--- src/rtl/uart_rxd_pkg.sv ---
// Shared definitions for the UART receiver: default timing constants and the
// receive state encoding (same 2-bit encoding the transmitter uses).
package uart_rxd_pkg;

   // 100 MHz system clock, 9600 baud
   localparam int unsigned CLKS_PER_BIT_DEF = 10416;
   // Bit-timer width; 2**14 comfortably exceeds the default bit period
   localparam int unsigned CNT_W_DEF        = 14;

   typedef enum logic [1:0] {
      IDLE  = 2'd0,
      START = 2'd1,
      DATA  = 2'd2,
      STOP  = 2'd3
   } rx_state_e;

endpackage

--- src/rtl/uart_rxd_sync.sv ---
// Two-flop synchronizer for the asynchronous rx line, plus a registered copy
// of the synchronized value so a clean falling edge can be detected.
module uart_rxd_sync (
   input  logic clk,
   input  logic rst_n,    // synchronous, active-high
   input  logic rx,
   output logic rx_sync,
   output logic fall
);

   logic rx_meta_q;
   logic rx_sync_q;
   logic rx_prev_q;

   // Synchronizer chain and edge register; all flops reset to the idle level
   always_ff @(posedge clk) begin
      // NOTE: rst_n is active-HIGH and synchronous here to match the
      // transmitter's port; loading 1 keeps reset from looking like a start edge.
      if (rst_n) begin
         rx_meta_q <= 1'b1;
         rx_sync_q <= 1'b1;
         rx_prev_q <= 1'b1;
      end else begin
         // NOTE: non-blocking assignments make each flop take the previous
         // stage's old value, which is what builds a real shift chain.
         rx_meta_q <= rx;
         rx_sync_q <= rx_meta_q;
         rx_prev_q <= rx_sync_q;
      end
   end

   assign rx_sync = rx_sync_q;
   assign fall    = rx_prev_q & ~rx_sync_q;

endmodule

--- src/rtl/uart_rxd.sv ---
// 8N1 UART receiver. Detects a start edge, confirms it at mid-bit, samples
// eight data bits LSB first at bit centres, then checks the stop bit. A good
// frame updates data_out with a one-cycle data_valid strobe; a low stop bit
// gives a one-cycle frame_err strobe and leaves data_out untouched.
module uart_rxd
   import uart_rxd_pkg::*;
#(
   parameter int unsigned CLKS_PER_BIT = CLKS_PER_BIT_DEF,  // must be >= 4
   parameter int unsigned CNT_W        = CNT_W_DEF          // 2**CNT_W > CLKS_PER_BIT
) (
   input  logic       clk,
   input  logic       rst_n,       // synchronous, active-high
   input  logic       rx,
   output logic [7:0] data_out,
   output logic       data_valid,
   output logic       frame_err,
   output logic       busy
);

   localparam int unsigned HALF_BIT = CLKS_PER_BIT / 2;
   localparam logic [CNT_W-1:0] HALF_LAST = CNT_W'(HALF_BIT - 1);
   localparam logic [CNT_W-1:0] BIT_LAST  = CNT_W'(CLKS_PER_BIT - 1);

   logic rx_sync;
   logic fall;

   rx_state_e        state_q,   state_d;
   logic [CNT_W-1:0] timer_q,   timer_d;
   logic [2:0]       bit_idx_q, bit_idx_d;
   logic [7:0]       shreg_q,   shreg_d;
   logic [7:0]       data_q,    data_d;
   logic             valid_q,   valid_d;
   logic             ferr_q,    ferr_d;
   logic             busy_q,    busy_d;

   uart_rxd_sync u_sync (
      .clk     (clk),
      .rst_n   (rst_n),
      .rx      (rx),
      .rx_sync (rx_sync),
      .fall    (fall)
   );

   // Next-state logic: frame sequencing, bit timing and output strobes
   always_comb begin
      // NOTE: every output of this block gets a default first, so no path
      // leaves a signal unassigned and no latch is inferred.
      state_d   = state_q;
      timer_d   = timer_q;
      bit_idx_d = bit_idx_q;
      shreg_d   = shreg_q;
      data_d    = data_q;
      valid_d   = 1'b0;
      ferr_d    = 1'b0;

      case (state_q)
         IDLE: begin
            // Only a high-to-low transition arms; a line stuck low never does
            if (fall) begin
               state_d = START;
               timer_d = '0;
            end
         end

         START: begin
            if (timer_q == HALF_LAST) begin
               timer_d = '0;
               if (!rx_sync) begin
                  state_d   = DATA;
                  bit_idx_d = 3'd0;
               end else begin
                  state_d = IDLE;     // glitch shorter than half a bit
               end
            end else begin
               timer_d = timer_q + CNT_W'(1);
            end
         end

         DATA: begin
            if (timer_q == BIT_LAST) begin
               timer_d   = '0;
               shreg_d   = {rx_sync, shreg_q[7:1]};
               bit_idx_d = bit_idx_q + 3'd1;
               if (bit_idx_q == 3'd7) begin
                  state_d = STOP;
               end
            end else begin
               timer_d = timer_q + CNT_W'(1);
            end
         end

         STOP: begin
            // Leaving at mid-stop leaves half a bit to catch a following start edge
            if (timer_q == BIT_LAST) begin
               timer_d = '0;
               state_d = IDLE;
               if (rx_sync) begin
                  data_d  = shreg_q;
                  valid_d = 1'b1;
               end else begin
                  ferr_d  = 1'b1;
               end
            end else begin
               timer_d = timer_q + CNT_W'(1);
            end
         end

         default: state_d = IDLE;
      endcase

      busy_d = (state_d != IDLE);
   end

   // State and registered-output update
   always_ff @(posedge clk) begin
      if (rst_n) begin
         state_q   <= IDLE;
         timer_q   <= '0;
         bit_idx_q <= 3'd0;
         // NOTE: the shift register is reset too, so a frame abandoned by
         // reset leaves no partial byte behind.
         shreg_q   <= 8'h00;
         data_q    <= 8'h00;
         valid_q   <= 1'b0;
         ferr_q    <= 1'b0;
         busy_q    <= 1'b0;
      end else begin
         state_q   <= state_d;
         timer_q   <= timer_d;
         bit_idx_q <= bit_idx_d;
         shreg_q   <= shreg_d;
         data_q    <= data_d;
         valid_q   <= valid_d;
         ferr_q    <= ferr_d;
         busy_q    <= busy_d;
      end
   end

   assign data_out   = data_q;
   assign data_valid = valid_q;
   assign frame_err  = ferr_q;
   assign busy       = busy_q;

endmodule

--- config.mk ---
export PLATFORM = sky130hd
export DESIGN_NAME = uart_rxd
export DESIGN_NICKNAME = d
export VERILOG_FILES = /design/src/rtl/uart_rxd_pkg.sv /design/src/rtl/uart_rxd_sync.sv /design/src/rtl/uart_rxd.sv
export SDC_FILE = /design/constraint.sdc
export NUM_CORES = 1
export LEC_CHECK = 0
export CELL_PAD_IN_SITES_DETAIL_PLACEMENT = 0
export CELL_PAD_IN_SITES_GLOBAL_PLACEMENT = 1
export CORE_ASPECT_RATIO = 0.7
export CORE_MARGIN = 1
export CORE_UTILIZATION = 44
export CTS_CLUSTER_SIZE = 24
export DETAILED_ROUTE_END_ITERATION = 12
export GPL_TIMING_DRIVEN = 0
export PLACE_DENSITY = 0.74
export SLEW_MARGIN = 25
export SYNTH_ARGS = -nofsm -noshare
export SYNTH_HDL_FRONTEND = slang
export SYNTH_SLANG_ARGS = --single-unit
export TNS_END_PERCENT = 5
--- constraint.sdc ---
create_clock -name clk -period 2.97 [get_ports clk]
set_input_delay 0.594 -clock clk [delete_from_list [all_inputs] [get_ports clk]]
set_output_delay 0.594 -clock clk [all_outputs]
set_load 0.02 [all_outputs]
==> results.cfg, run 1 <==
[run_status]
status = finished, final reports clean

[global_routing]
antenna_found_initial = 0
grt_pass1_wl_um = 7300
grt_pass1_vias = 1540
grt_overflow = 0
grt.total_usage_pct = 21.3
grt_max_degree = 13

[die]
start_util_pct = 47.1
top_level_ports = 14
core_area_mm2 = 0.00402
rows = 19
fp.dieH_um = 56.9
dieArea_mm2 = 0.00457
die_x_um = 80.4

[clock_network]
post_cts_resized = 0
htreeDepth = 2
numCtsBuffers = 5
clkSlewWorstSetupHoldPaths_ps = 80
cts_setup_buffers = 0
worstSkewPairLatency_ps = 300
cts_tree = yes
clockRootBuffer = clkbuf_8
ctsLongestPathBuffers = 2
cts-hold-fix-buffers = 0
clock-sinks = 41

[pwr]
p_per_area_mw_per_mm2 = 486
vdd_drop_max_mv = 0.276
p_leak_uw = 0.000816
total_power_uw = 1070

[synthesis]
synth_flop_cell = dfxtp_1
yosysUniqueCellTypes = 47
syn-cell-area_mm2 = 0.00189
ys_warn_count = 0
synthCells = 213
async_flop_share_pct = 0
syn_area_per_cell_um2 = 8.88
synth-edff-count = 0
ys_seq_area_share_pct = 43.4
synth_nets = 219
ys_seq_elements = 41

[sta]
drv_slew = 0
worst_pin_slew_ps = 608
min_period_over_period_pct = 83.8
skew_ps = 6.67
rsz0062_at_grt = false
fmax_mhz = 402
finalCriticalPeriod_ps = 2490
setup_viol = 0
fin_tns_setup_ps = 0
hold_violations = 0
max_slew_margin_pct = 59.1

[place]
hpwl_um = 3030
place_congestion = 0.905
portBuffers = 12

[setup_path]
cp_slowest_cell = or4b_1
slowest_delay_ps = 570
required_ps = 3160
critPathMaxFanout = 10
startpoint_type = register
end_kind = register
cp_cell_sequence = or4b_1 > or4_1 > clkbuf_2 > a32o_2 > buf_6 > a221o_1
arrival_ps = 2680
setup.worst_path.class = reg -> reg

[finish]
n_antenna_cell = 0
drive_gt1_share_pct = 13.7
nets = 238
area_delta_synth_final_pct = 15.9

[route]
routed_wl_um = 4140
drtIter0Drc = 131
drtAntennaViolNets = 0
drt-pass1-iter-count = 4
via_per_inst = 5.53
wl_per_cell_um = 14.5
vias = 1576
drc_errors = 0

[job]
drv_cap = 0

[hold_path]
hold_path.class = reg -> reg
[cell usage after synthesis, types with 2 or more instances]
cell / number / area [um^2]
clkbuf_1: 3 / 11.3
ha_1: 3 / 37.5
nor4b_1: 2 / 17.5
a22o_2: 5 / 50.1
and2_1: 3 / 18.8
nand4_1: 5 / 31.3
inv_1: 3 / 11.3
or3_1: 6 / 37.5
or2_2: 4 / 25.0
a21o_2: 2 / 17.5
xnor2_1: 2 / 17.5
a22oi_1: 3 / 22.5
nand2_1: 34 / 128
a21oi_1: 13 / 65.1
dfxtp_1: 41 / 821
mux2i_1: 9 / 90.1
nor3_1: 3 / 15.0
o21ai_0: 6 / 30.0
buf_4: 2 / 15.0
a31oi_1: 8 / 50.1
nor2_1: 16 / 60.1
buf_6: 3 / 33.8
nor3b_1: 2 / 15.0
nand3_1: 8 / 40.0
and4_1: 2 / 17.5
nand3b_1: 3 / 22.5
nor4_1: 2 / 12.5
[cell families after synthesis]
| logic type | after synthesis | synth area share [%] |
|---|---|---|
| adder cells (fa/ha/maj) | 3 | 1.98 |
| buffers and inverters | 15 | 5.55 |
| XOR/XNOR | 2 | 0.926 |
| AND/OR/NAND/NOR | 98 | 26.8 |
| AO/OA/AOI/OAI | 45 | 16.6 |
| flip-flops | 41 | 43.4 |
| multiplexers | 9 | 4.76 |
[flip-flops by register name, indices dropped and copies added, names as in the netlist]
name / count
timer_q: 14
u_sync.rx_sync: 1
data_valid: 1
u_sync.rx_meta_q: 1
data_out: 8
state_q: 2
frame_err: 1
bit_idx_q: 3
busy: 1
shreg_q: 8
u_sync.rx_prev_q: 1
[placed cells by master, fill, tap and decap left out, drive strengths merged, types with 7 or more instances in the layout]
cell and count:
dfxtp 41, nand2 34, nor2 16, a21oi 13, clkdlybuf4s50 13, clkbuf 12, mux2i 9, nand3 8
a31oi 8, or3 7
[worst paths after layout]
| check | start | slack, ps | to | cells after the start |
|---|---|---|---|---|
| min | u_sync.rx_meta_q | 410 | u_sync.rx_sync | 1 |
| max reg2reg | timer_q[6] | 480 | timer_q[12] | 6 |
| min reg2reg | u_sync.rx_meta_q | 410 | u_sync.rx_sync | 1 |
| max | timer_q[6] | 480 | timer_q[12] | 6 |
[metal layers]
| metal | GRT usage [%] | share of wire [%] |
|---|---|---|
| met1 | 30.4 | 52 |
| met2 | 29.5 | 42 |
| met3 | 5.37 | 3.5 |
| met4 | 10.2 | 1.6 |
| met5 | 0 | 0 |
[critical path: cells and delay by family (launching register included)]
kind,cells,cell delay (ps)
buffers and inverters,2,330
DFF,1,380
and+or+nand+nor,2,1060
AOI/OAI and AO/OA,2,610
[report_power, final]
group / internal (uW) / switching, uW / total [uW]
clock network: 274 / 192 / 466
logic: 15.1 / 27.9 / 43.1
registers: 553 / 3.26 / 556
[cell type report]
class	count	area, um^2
plain buffers	12	93.8
clock buffers	7	86.3
clock inverters	1	30.0
fillers	374	1820
inverters	3	11.3
multi-input cells	157	966
flip-flops and latches	41	821
well taps	52	65.1
repair buffers	12	120
[through the flow]
step	instances	hold WS [ps]	setup WS, ps	utilization (%)	cell area [um^2]
final	285	413	481	54.6	2190
after global routing	285	424	336	54.6	2190
after CTS	285	412	485	54.6	2190
after detailed placement	277	393	502	51.7	2080
after global placement	277	396	547	51.7	2080
after floorplan	213	389	665	-	1890
(Power assumes the default switching activity.)
==> run 2, diff against run 1 <==
CORE_UTILIZATION = 39   (was 44)
PLACE_DENSITY = 0.69   (was 0.74)
clock period = 2.2 ns   (was 2.97 ns; I/O delays follow)
==> results.cfg, run 2 (synthesis gave the netlist of run 1 again) <==
[finish]
largest_reg_flops = 14
area_delta_synth_final_pct = 19.2
regMostFlops = timer_q
fin_cells = 290
multiInputGateArea_mm2 = 0.00103
drive_gt1_share_pct = 22.1
layout_commonest_cell = dfxtp_1
layout_common_cells = dfxtp_1, nand2_1, nor2_1
seqCellArea_um2 = 836
n_antenna_cell = 0
nets = 240
fillers = 433

[job]
drv_cap = 0

[die]
top_level_ports = 14
rows = 20
fp.dieH_um = 60.3
start_util_pct = 42.0
core_area_mm2 = 0.00450
die_x_um = 85.2
dieArea_mm2 = 0.00514

[pwr]
clockPowerShare_pct = 36.7
vdd_drop_max_mv = 0.389
p_seq_share_pct = 58.5
switchingPower_uw = 295
p_int_uw = 985
p_per_area_mw_per_mm2 = 567
pwr-share-comb_pct = 4.8
switching_share_pct = 23.0
p_leak_uw = 0.000820

[clock_network]
ctsLongestPathBuffers = 2
numCtsBuffers = 5
worstSkewPairLatency_ps = 290
clock-sinks = 41
htreeDepth = 2
cts_tree = yes
clockRootBuffer = clkbuf_8
clkSlewWorstSetupHoldPaths_ps = 80

[route]
drc_errors = 0
vias = 1607
drt-pass1-iter-count = 4
drtAntennaViolNets = 0
drtIter0Drc = 101
routed_wl_um = 4230
wl_per_cell_um = 14.6
via_per_inst = 5.54

[sta]
fin_tns_setup_ps = -443
worst_pin_slew_ps = 565
hold_violations = 0
skew_ps = 2.45
min_period_over_period_pct = 103
fmax_mhz = 442
drv_slew = 0
rsz0062_at_grt = true
setup_viol = 13
worst_slack_ps = -62.2
max_slew_margin_pct = 62.1
finalCriticalPeriod_ps = 2260

[global_routing]
grt.total_usage_pct = 18.0
grt_overflow = 0
grt_pass1_wl_um = 6980
antenna_found_initial = 0
grt_max_degree = 14
grt_pass1_vias = 1424

[run_status]
status = finished with violations
violations = negative setup slack

[setup_path]
startpoint_type = register
setup.worst_path.class = reg -> reg
required_ps = 2360
critPathMaxFanout = 8
end_kind = register
arrival_ps = 2430

[hold_path]
hold_path.class = reg -> reg

[place]
place_congestion = 0.863
hpwl_um = 3010
portBuffers = 12
pre_cts_ws_ps = -250
numPlacedInstances = 280
-- run 2: metal layers --
layer | share of wire, % | global-route usage (%)
met1 | 55 | 26.9
met2 | 39 | 25.1
met4 | 0.80 | 5.81
met5 | 0 | 0
met3 | 6.1 | 4.14
-- run 2: final timing paths --
path,depth (start not counted),end,start,slack [ps]
min,1,u_sync.rx_sync,u_sync.rx_meta_q,410
max reg2reg,5,data_out[3],timer_q[6],-60
min reg2reg,1,u_sync.rx_sync,u_sync.rx_meta_q,410
max,5,data_out[3],timer_q[6],-60
-- run 2: repair_timing --
action                                  CTS  global route
endpoints found under the setup margin   31            36
gates cloned                              1             0
setup buffers                             3             2
pin swaps                                 5             6
hold buffers                              0             0
resized for setup                        18             9
-- run 2: final cells by class --
| type | count | share of cell area, % |
|---|---|---|
| plain buffers | 8 | 2.66 |
| clock buffers | 5 | 3.05 |
| clock inverters | 3 | 0.777 |
| inverters | 3 | 0.499 |
| multi-input cells | 157 | 45.7 |
| flip-flops and latches | 41 | 37.1 |
| well taps | 55 | 3.05 |
| repair buffers | 18 | 7.21 |
-- run 2: worst max-delay path: stages, from the launching register on --
cell and delay, ps:
dfxtp_4 350, or4b_4 530, or4_4 530, or3_4 480, mux2i_2 200, nor2_1 50
-- run 2: through the flow --
stage	hold WS [ps]	utilization [%]	power (uW)	cell area (um^2)
6_report	415	50.1	1280	2250
4_1_cts	419	49.5	1300	2230
5_1_grt	437	50.1	1330	2250
3_5_place_dp	397	46.2	826	2080
3_3_place_gp	392	46.2	825	2080
2_1_floorplan	389	-	808	1890
-- run 2: power by group through the flow --
stage                     sequential (uW)  combinational [uW]  clock (uW)
after global routing                  749                67.9         517
after detailed placement              768                57.5           0
after floorplan                       769                39.1           0
after CTS                             748                60.8         494
after global placement                768                56.9           0
final                                 748                61.2         470
